$ cat src/rtl/systolic_pkg.sv
// Shared definitions for the systolic array feeder: element defaults, FP16 zero, FSM encoding.
package systolic_pkg;

    localparam int DATA_WIDTH_DEF = 16;
    localparam logic [15:0] FP16_ZERO = 16'h0000;

    typedef enum logic [2:0] {
        ST_IDLE   = 3'd0,
        ST_CLEAR  = 3'd1,
        ST_STREAM = 3'd2,
        ST_DRAIN  = 3'd3,
        ST_DONE   = 3'd4
    } feeder_state_t;

    // Zero-flush length so the last vector reaches the far corner PE of an n x n array.
    function automatic int drain_len(input int n);
        return 2 * n;
    endfunction

endpackage

$ cat src/rtl/skew_delay.sv
// Plain per-lane shift register used to stagger the array edge feeds; DEPTH=0 is a wire.
module skew_delay #(
    parameter int DEPTH      = 1,
    parameter int DATA_WIDTH = 16
) (
    input  logic                  clk,
    input  logic                  reset,
    input  logic [DATA_WIDTH-1:0] d,
    output logic [DATA_WIDTH-1:0] q
);

    generate
        if (DEPTH == 0) begin : g_wire
            assign q = d;
        end else begin : g_shift
            logic [DATA_WIDTH-1:0] sr_r [DEPTH];

            // Shift chain; cleared by reset so no stale data leaks into a new job.
            always_ff @(posedge clk) begin
                if (reset) begin
                    for (int s = 0; s < DEPTH; s++) sr_r[s] <= {DATA_WIDTH{1'b0}};
                end else begin
                    sr_r[0] <= d;
                    for (int s = 1; s < DEPTH; s++) sr_r[s] <= sr_r[s-1];
                end
            end

            assign q = sr_r[DEPTH-1];
        end
    endgenerate

endmodule

$ cat src/rtl/systolic_feeder.sv
// Skewed west/north edge feeder for an N x N output-stationary systolic array.
// Optional FEEDER_BUBBLE_CNT_EN adds a saturating count of STREAM cycles without input data.
module systolic_feeder
    import systolic_pkg::*;
#(
    parameter int DATA_WIDTH = DATA_WIDTH_DEF,
    parameter int N          = 4
) (
    input  logic                    clk,
    input  logic                    reset,
    input  logic                    start,
    input  logic [7:0]              cfg_k,
    input  logic                    in_valid,
    output logic                    in_ready,
    input  logic [N*DATA_WIDTH-1:0] in_a_col,
    input  logic [N*DATA_WIDTH-1:0] in_b_row,
    output logic [N*DATA_WIDTH-1:0] a_out,
    output logic [N*DATA_WIDTH-1:0] b_out,
    output logic                    array_reset_n,
`ifdef FEEDER_BUBBLE_CNT_EN
    output logic [15:0]             bubble_count,
`endif
    output logic                    busy,
    output logic                    done
);

    localparam int DRAIN_LEN = drain_len(N);
    localparam int DCW       = $clog2(DRAIN_LEN + 1);

    feeder_state_t state_r, state_s;
    logic [7:0]     k_r, k_cnt_r;
    logic [DCW-1:0] drain_cnt_r;
    logic           in_ready_r, busy_r, done_r, array_reset_n_r;
    logic           accept_s, last_s;
    logic [N*DATA_WIDTH-1:0] a_stage_r, b_stage_r;

    assign accept_s = in_ready_r & in_valid;
    assign last_s   = accept_s & (k_cnt_r == (k_r - 8'd1));

    // Next-state decode.
    always_comb begin
        state_s = state_r;
        case (state_r)
            ST_IDLE: begin
                if (start) state_s = ST_CLEAR;
                else       state_s = ST_IDLE;
            end
            ST_CLEAR: begin
                if (k_r != 8'd0) state_s = ST_STREAM;
                else             state_s = ST_DONE;
            end
            ST_STREAM: begin
                if (last_s) state_s = ST_DRAIN;
                else        state_s = ST_STREAM;
            end
            ST_DRAIN: begin
                if (drain_cnt_r == DCW'(DRAIN_LEN - 1)) state_s = ST_DONE;
                else                                    state_s = ST_DRAIN;
            end
            ST_DONE: state_s = ST_IDLE;
            default: state_s = ST_IDLE;
        endcase
    end

    // State, job counters and registered status outputs decoded from the next state.
    always_ff @(posedge clk) begin
        if (reset) begin
            state_r         <= ST_IDLE;
            k_r             <= 8'd0;
            k_cnt_r         <= 8'd0;
            drain_cnt_r     <= {DCW{1'b0}};
            in_ready_r      <= 1'b0;
            busy_r          <= 1'b0;
            done_r          <= 1'b0;
            array_reset_n_r <= 1'b0;
        end else begin
            state_r <= state_s;
            if (state_r == ST_IDLE && start) k_r <= cfg_k;
            if (state_r == ST_CLEAR)  k_cnt_r <= 8'd0;
            else if (accept_s)        k_cnt_r <= k_cnt_r + 8'd1;
            if (state_r == ST_DRAIN)  drain_cnt_r <= drain_cnt_r + {{(DCW-1){1'b0}}, 1'b1};
            else                      drain_cnt_r <= {DCW{1'b0}};
            in_ready_r      <= (state_s == ST_STREAM);
            busy_r          <= (state_s != ST_IDLE);
            done_r          <= (state_s == ST_DONE);
            array_reset_n_r <= (state_s != ST_CLEAR);
        end
    end

    // Skew input stage: accepted data, otherwise FP16 zero so zeros trail the last vector.
    always_ff @(posedge clk) begin
        if (reset) begin
            a_stage_r <= {N{FP16_ZERO}};
            b_stage_r <= {N{FP16_ZERO}};
        end else if (accept_s) begin
            a_stage_r <= in_a_col;
            b_stage_r <= in_b_row;
        end else begin
            a_stage_r <= {N{FP16_ZERO}};
            b_stage_r <= {N{FP16_ZERO}};
        end
    end

    genvar i;
    generate
        for (i = 0; i < N; i++) begin : g_lane
            skew_delay #(.DEPTH(i), .DATA_WIDTH(DATA_WIDTH)) u_skew_a (
                .clk   (clk),
                .reset (reset),
                .d     (a_stage_r[i*DATA_WIDTH +: DATA_WIDTH]),
                .q     (a_out[i*DATA_WIDTH +: DATA_WIDTH])
            );
            skew_delay #(.DEPTH(i), .DATA_WIDTH(DATA_WIDTH)) u_skew_b (
                .clk   (clk),
                .reset (reset),
                .d     (b_stage_r[i*DATA_WIDTH +: DATA_WIDTH]),
                .q     (b_out[i*DATA_WIDTH +: DATA_WIDTH])
            );
        end
    endgenerate

`ifdef FEEDER_BUBBLE_CNT_EN
    logic [15:0] bubble_r;

    // Saturating count of STREAM cycles that had to inject a zero vector.
    always_ff @(posedge clk) begin
        if (reset) begin
            bubble_r <= 16'd0;
        end else if (state_r == ST_CLEAR) begin
            bubble_r <= 16'd0;
        end else if (state_r == ST_STREAM && !in_valid && bubble_r != 16'hFFFF) begin
            bubble_r <= bubble_r + 16'd1;
        end else begin
            bubble_r <= bubble_r;
        end
    end

    assign bubble_count = bubble_r;
`endif

    assign in_ready      = in_ready_r;
    assign busy          = busy_r;
    assign done          = done_r;
    assign array_reset_n = array_reset_n_r;

endmodule

$ cat config.mk
export PLATFORM = sky130hd
export DESIGN_NAME = systolic_feeder
export DESIGN_NICKNAME = d
export VERILOG_FILES = /design/src/rtl/systolic_pkg.sv /design/src/rtl/skew_delay.sv /design/src/rtl/systolic_feeder.sv
export SDC_FILE = /design/constraint.sdc
export NUM_CORES = 1
export LEC_CHECK = 0
export ABC_CLOCK_PERIOD_IN_PS = 2250
export CAP_MARGIN = 15
export CORE_MARGIN = 2
export CORE_UTILIZATION = 48
export DETAILED_ROUTE_END_ITERATION = 10
export GPL_TIMING_DRIVEN = 0
export PLACE_DENSITY = 0.87
export SYNTH_ARGS = -nofsm -noshare
export SYNTH_HDL_FRONTEND = slang
export SYNTH_SLANG_ARGS = --single-unit
$ cat constraint.sdc
create_clock -name clk -period 2.25 [get_ports clk]
set_clock_uncertainty 0.05 [all_clocks]
set_input_delay 0.45 -clock clk [delete_from_list [all_inputs] [get_ports clk]]
set_output_delay 0.45 -clock clk [all_outputs]
set_load 0.005 [all_outputs]
# Yosys cells after proc, flatten, opt, wreduce, memory -nomap -nowiden
# Memories as Yosys holds them, arrays and structs flattened.
# Index checks and enable logic that the tools add are counted.
# word_totals
wordCells	72
out_inout_bits	132
in_bits	140
regBits	155
memories	6
ram_bits	192
# memory_table
memory	depth	width	rd	rd_clocked_by_memory_dff	wr	line	text
g_lane[3].u_skew_a.g_shift.sr_r	3	16	3	0	3	skew_delay.sv:16	logic [DATA_WIDTH-1:0] sr_r [DEPTH];
g_lane[3].u_skew_b.g_shift.sr_r	3	16	3	0	3	skew_delay.sv:16	
g_lane[2].u_skew_a.g_shift.sr_r	2	16	2	0	2	skew_delay.sv:16	
g_lane[2].u_skew_b.g_shift.sr_r	2	16	2	0	2	skew_delay.sv:16	
g_lane[1].u_skew_a.g_shift.sr_r	1	16	1	0	1	skew_delay.sv:16	
g_lane[1].u_skew_b.g_shift.sr_r	1	16	1	0	1	skew_delay.sv:16	
# op_classes
eq_ne	8
n_reduce_logical	9
n_mux	22
n_addsub	3
n_bitwise	14
# op_table
operator	count
$mux 16	12
$reduce_or 16->1	2
$pmux 3 s4	1
$or 1x1->1	10
$eq 3x2->1 const B	3
$add 8x1->8 const B	1
$eq 8x8->1	1
$reduce_bool 8->1	1
$sub 8x1->8 const B	1
$mux 1	7
$mux 3	2
$reduce_or 2->1	3
$add 4x1->4 const B	1
$eq 4x3->1 const B	1
$eq 3x1->1 const B	1
$eq 3x3->1 const B	1
$logic_not 3->1	1
$ne 3x1->1 const B	1
$reduce_bool 3->1	1
$and 1x1->1	2
$not 1->1	2
$logic_and 1x1->1	1

# Logic depth before layout (Yosys ltp)
# logic_depth
word_depth	6
mapped_depth	7
ltp_nobuf	7

# Hierarchy
# A second synthesis with hierarchy kept.
# unflattened
cells_unflattened	929
area_unflattened_um2	10764.1
# by_module_without_submodules
mod	cells_per_inst	area_each_um2	seq_area_each_um2	instances
systolic_feeder	431	4778.3	3103.0	1
skew_delay at g_lane[3].u_skew_a ...	117	1425.1	960.9	2
skew_delay at g_lane[2].u_skew_a ...	83	983.4	640.6	2
skew_delay at g_lane[1].u_skew_a ...	33	464.2	320.3	2
skew_delay at g_lane[0].u_skew_a ...	16	120.1	0.0	2

# Least setup slack after synthesis
# OpenSTA, ideal clock, no wires.
# synth_timing
path_kind	flip-flop to flip-flop
from	register k_r[0]
to	register in_ready_r, in the netlist in_ready
path_stages_with_launch	8
synth_period_minus_slack_ns	1.902
slack_ns	0.348
n_path_buf	0
required_ns	2.081
arrival_ns	1.733
setup_time_ns	0.119
path_cell_list	dfxtp_1 -> inv_1 -> ha_1 -> xnor2_1 -> or4_4 -> nor3_2 -> nand3_2 -> o221a_1
# synth_between
elab_chain_cells	6
elab_cells_between_ends	8
classes_between	1 x add/sub; 2 x eq/ne; 3 x mux; 1 x bitwise; 1 x reduce/logical
# synth_rtl
element	line	text
start: declaration	systolic_feeder.sv:31	logic [7:0] k_r, k_cnt_r;
start signal: assignment	systolic_feeder.sv:78	if (state_r == ST_IDLE && start) k_r <= cfg_k;
$sub 8x1->8	systolic_feeder.sv:38	assign last_s = accept_s & (k_cnt_r == (k_r - 8'd1));
$eq 8x8->1	systolic_feeder.sv:38	
$and 1x1->1	systolic_feeder.sv:38	
$mux 1	systolic_feeder.sv:53	if (last_s) state_s = ST_DRAIN;
$pmux 3 s4 *	systolic_feeder.sv:43	case (state_r)
$eq 3x2->1 *	systolic_feeder.sv:83	in_ready_r <= (state_s == ST_STREAM);
end signal: assignment	systolic_feeder.sv:83	
end: declaration	systolic_feeder.sv:33	logic in_ready_r, busy_r, done_r, array_reset_n_r;
# Mark *: on every way between the ends. The rest lies on a longest branch, timed or not.
# A chain may end at the register's enable or synchronous reset.

# Worst setup path in the final report
# layout_timing
from	input port in_valid
to	register a_stage_r[10]
# layout_between
elab_chain_cells	3
# layout_rtl
element	line	text
start: declaration	systolic_feeder.sv:13	input logic in_valid,
$and 1x1->1	systolic_feeder.sv:37	assign accept_s = in_ready_r & in_valid;
$not 1->1 (no source line)	--	
$reduce_or 2->1 (no source line)	--	
end signal: assignment	systolic_feeder.sv:93	a_stage_r <= {N{FP16_ZERO}};
end signal: assignment	systolic_feeder.sv:96	a_stage_r <= in_a_col;
end signal: assignment	systolic_feeder.sv:99	a_stage_r <= {N{FP16_ZERO}};
end: declaration	systolic_feeder.sv:35	logic [N*DATA_WIDTH-1:0] a_stage_r, b_stage_r;
# No other way between the ends.

==> impl_results.md <==
- Layout Cells excl Fill: approximately 1500
- Final Hold Viols: 0
- Crit end category: flip-flop
- Core ar.: 21690 sq um
- Area Overhead vs Synth: 39.33%
- Via-to-Cell Ratio: 4.216
- Crit path launch type: input port
- Post-layout util: between 60% and 70%
- CTS Sinks: around 350
- Pre-Repair DR Iteration Count: 4
- Post_cts resized: 0
- Seq cells post-synth: 347
- Avg WL per Cell: between 10 and 15 microns
- CTS Hold Buffers Added: 0
- Die ar.: 23220 sq um
- Antenna violations before repair: 0
- Worst min path class: flip-flop to flip-flop
- Post-synth ARST share: 0%
- Post-synth cell types: 35
- Share of layout cells above drive strength 1: 12.35%
- I/O Buffers: 270
- DRC Markers: 0
- Vias in the first global route: 6625
- Largest net degree at the start of global routing: 15
- Worst-case vdd ir drop: 0.0006042 V
- Period minus WS final: 2069 ps
- Number of synthesized flops with an enable pin: 0
- Postcts setup bufs: 0
- Max-Cap Viols: 0
- First-pass GRT wire length: roughly 32000 microns
- Tot Pwr: 0.01232 W
- RSZ-0062 raised after global routing: no
- Final cycle utilization of the critical path: 91.95%
- Die width: about 150 microns
- YS warnings: 0
- Row cnt: between 50 and 60
- Via count: ~6500
- DRT Wirelength: roughly 20000 microns
- TritonCTS clock tree: built
- Max-slew violations: 0
- Worst Path Max Fanout: 10
- Max Fclk: between 0.4 and 0.5 GHz
- Die Y: between 150 and 200 microns
- CTS buffer count: 35
- Fill cells: 1563
- Post-synthesis sequential area ratio: 65.73%
- GRT Total Usage: around 17%
- Arrival time worst endpoint: between 2000 and 2500 ps
- Syn Nets: 1070
- Longest Clk Path Bufs: 3
- Worst-Skew Late Latency: just under 500 ps
- Antenna-violating nets left: 0
- Synth Flop Type: dfxtp_1
- WS Path Type: input port to flip-flop
- Post-Syn Instances: approximately 930
- Tightest Pin Transition: approximately 780 ps
- Outcome: finished, final reports clean
- Synth Cell Area: 10570 sq um
- Setup violators final: 0
- Hold Path Stages: 1
- H-Tree Depth: 2
- IO Pins: ~270
- Leakage: 5.958 nW
- Clock Root Buffer: clkbuf_16
- Total global routing overflow: 0
- P per Cell Area: 836.3 nW/um^2
- DRT iter0 DRCs: 162
- Fin nets: 1377
- Rel. slew slack: between 40% and 50%
- Initial core utilization: between 40% and 50%
- Critical Path RT: 2630 ps
- DPL Wire Length: 14900 microns
- Avg Inst Size Synth: about 11 sq um
- Cells on worst reg2reg path: 7
- Global placement routability congestion: 0.8401
- Worst reg-to-reg setup slack: about 210 ps
- Antenna fix cells: 0
- Clock transition at path regs: 60 ps
- Dpl cells: about 1500
cell type report:
| type | count | area (sq um) | area share (%) |
|---|---|---|---|
| Multi-Input combinational cell | 438 | 2724 | 18.50 |
| Timing Repair Buffer | 270 | 2703 | 18.35 |
| Clock buffer | 52 | 1032 | 7.010 |
| Clock inverter | 6 | 71.32 | 0.4843 |
| Tap cell | 280 | 350.3 | 2.379 |
| Buffer | 137 | 879.6 | 5.973 |
| Sequential cell | 347 | 6947 | 47.17 |
| Inverter | 5 | 18.77 | 0.1275 |
Yosys cell counts (4+ instances only):
cell / number / share of area [%]
xnor2_1: 17 / 1.4
nand2_1: 26 / 0.92
nand3_1: 5 / 0.24
inv_1: 5 / 0.18
buf_4: 97 / 6.9
a21oi_1: 10 / 0.47
xor2_1: 4 / 0.33
nor2_1: 21 / 0.75
and2_1: 129 / 7.6
nor2b_1: 193 / 11
dfxtp_1: 347 / 66
clkbuf_1: 39 / 1.4
per-stage QoR:
| step | setup slack (ps) | instance area, sq um | TNS [ps] | hold slack [ps] |
|---|---|---|---|---|
| after floorplan | 347.9 | 10570 | 0 | 363.8 |
| after global placement | -361.2 | 13620 | -29810 | 364.0 |
| after detailed placement | -357.8 | 13620 | -31000 | 370.4 |
| after CTS | 113.2 | 14730 | 0 | 380.0 |
| after global routing | 40.90 | 14730 | 0 | 392.3 |
| final | 181.1 | 14730 | 0 | 382.4 |
sequential cells by signal, summed over array words and instances (netlist names):
signal	count
in_ready	1
done	1
g_lane.u_skew_a.g_shift.sr_r	96
busy	1
g_lane.u_skew_b.g_shift.sr_r	96
k_cnt_r	8
array_reset_n	1
b_stage_r	64
drain_cnt_r	4
k_r	8
state_r	3
a_stage_r	64
layer usage:
layer | global-route usage (%) | part of all wire (%) | routed length [microns] | vias up
met5 | 0 | 0 | 0 | -
met2 | 32.28 | 51 | 10290 | 189
li1 | - | - | - | 3346
met3 | 5.887 | 7.6 | 1517 | 44
met1 | 17.38 | 38 | 7603 | 2892
met4 | 7.032 | 3.3 | 666 | 0
report_power, final:
part	total, W	switching (W)	internal (W)
sequential	0.00624	0.0000309	0.00621
combinational	0.000588	0.000226	0.000362
clock	0.00548	0.00220	0.00329
cell families after synthesis:
logic type      after synthesis  share of synthesized area [%]
compound gates               17                          1.065
xor+xnor                     21                          1.740
fa+ha+maj                     3                         0.3552
buf+inv                     142                          8.500
flops                       347                          65.73
simple gates                397                          22.61
cells in the final DEF, fill, tap and decap left out, types with 2 or more instances in the layout:
| cell type | synthesis | layout |
|---|---|---|
| nand4_1 | 2 | 2 |
| nand2b_1 | 3 | 3 |
| clkbuf_8 | 0 | 5 |
| a21oi_1 | 10 | 10 |
| nand3b_1 | 2 | 2 |
| buf_4 | 97 | 97 |
| nor2_1 | 21 | 21 |
| nor3_2 | 2 | 2 |
| and3_1 | 3 | 3 |
| nor2b_1 | 193 | 193 |
| and2_1 | 129 | 129 |
| clkinvlp_4 | 0 | 2 |
| nand2_1 | 26 | 26 |
| xor2_1 | 4 | 4 |
| clkdlybuf4s50_1 | 0 | 270 |
| clkbuf_16 | 0 | 37 |
| inv_1 | 5 | 5 |
| dfxtp_1 | 347 | 347 |
| nor3_1 | 3 | 3 |
| nand3_1 | 5 | 5 |
| clkinv_2 | 0 | 2 |
| ha_1 | 3 | 3 |
| xnor2_1 | 17 | 17 |
| clkbuf_1 | 39 | 49 |
worst max-delay path, cell delays in order:
cell             delay (ps)
clkdlybuf4s50_1         490
nand2_1                 150
nor2_1                  180
clkbuf_1                620
clkbuf_1                350
and2_1                  210
final timing paths:
check	start	endpoint
max	in_valid	a_stage_r[10]
min	a_stage_r[62]	g_lane[3].u_skew_a.g_shift.sr_r[0][14]
max reg2reg	k_r[0]	in_ready
min reg2reg	a_stage_r[62]	g_lane[3].u_skew_a.g_shift.sr_r[0][14]
(Power assumes the default switching activity.)
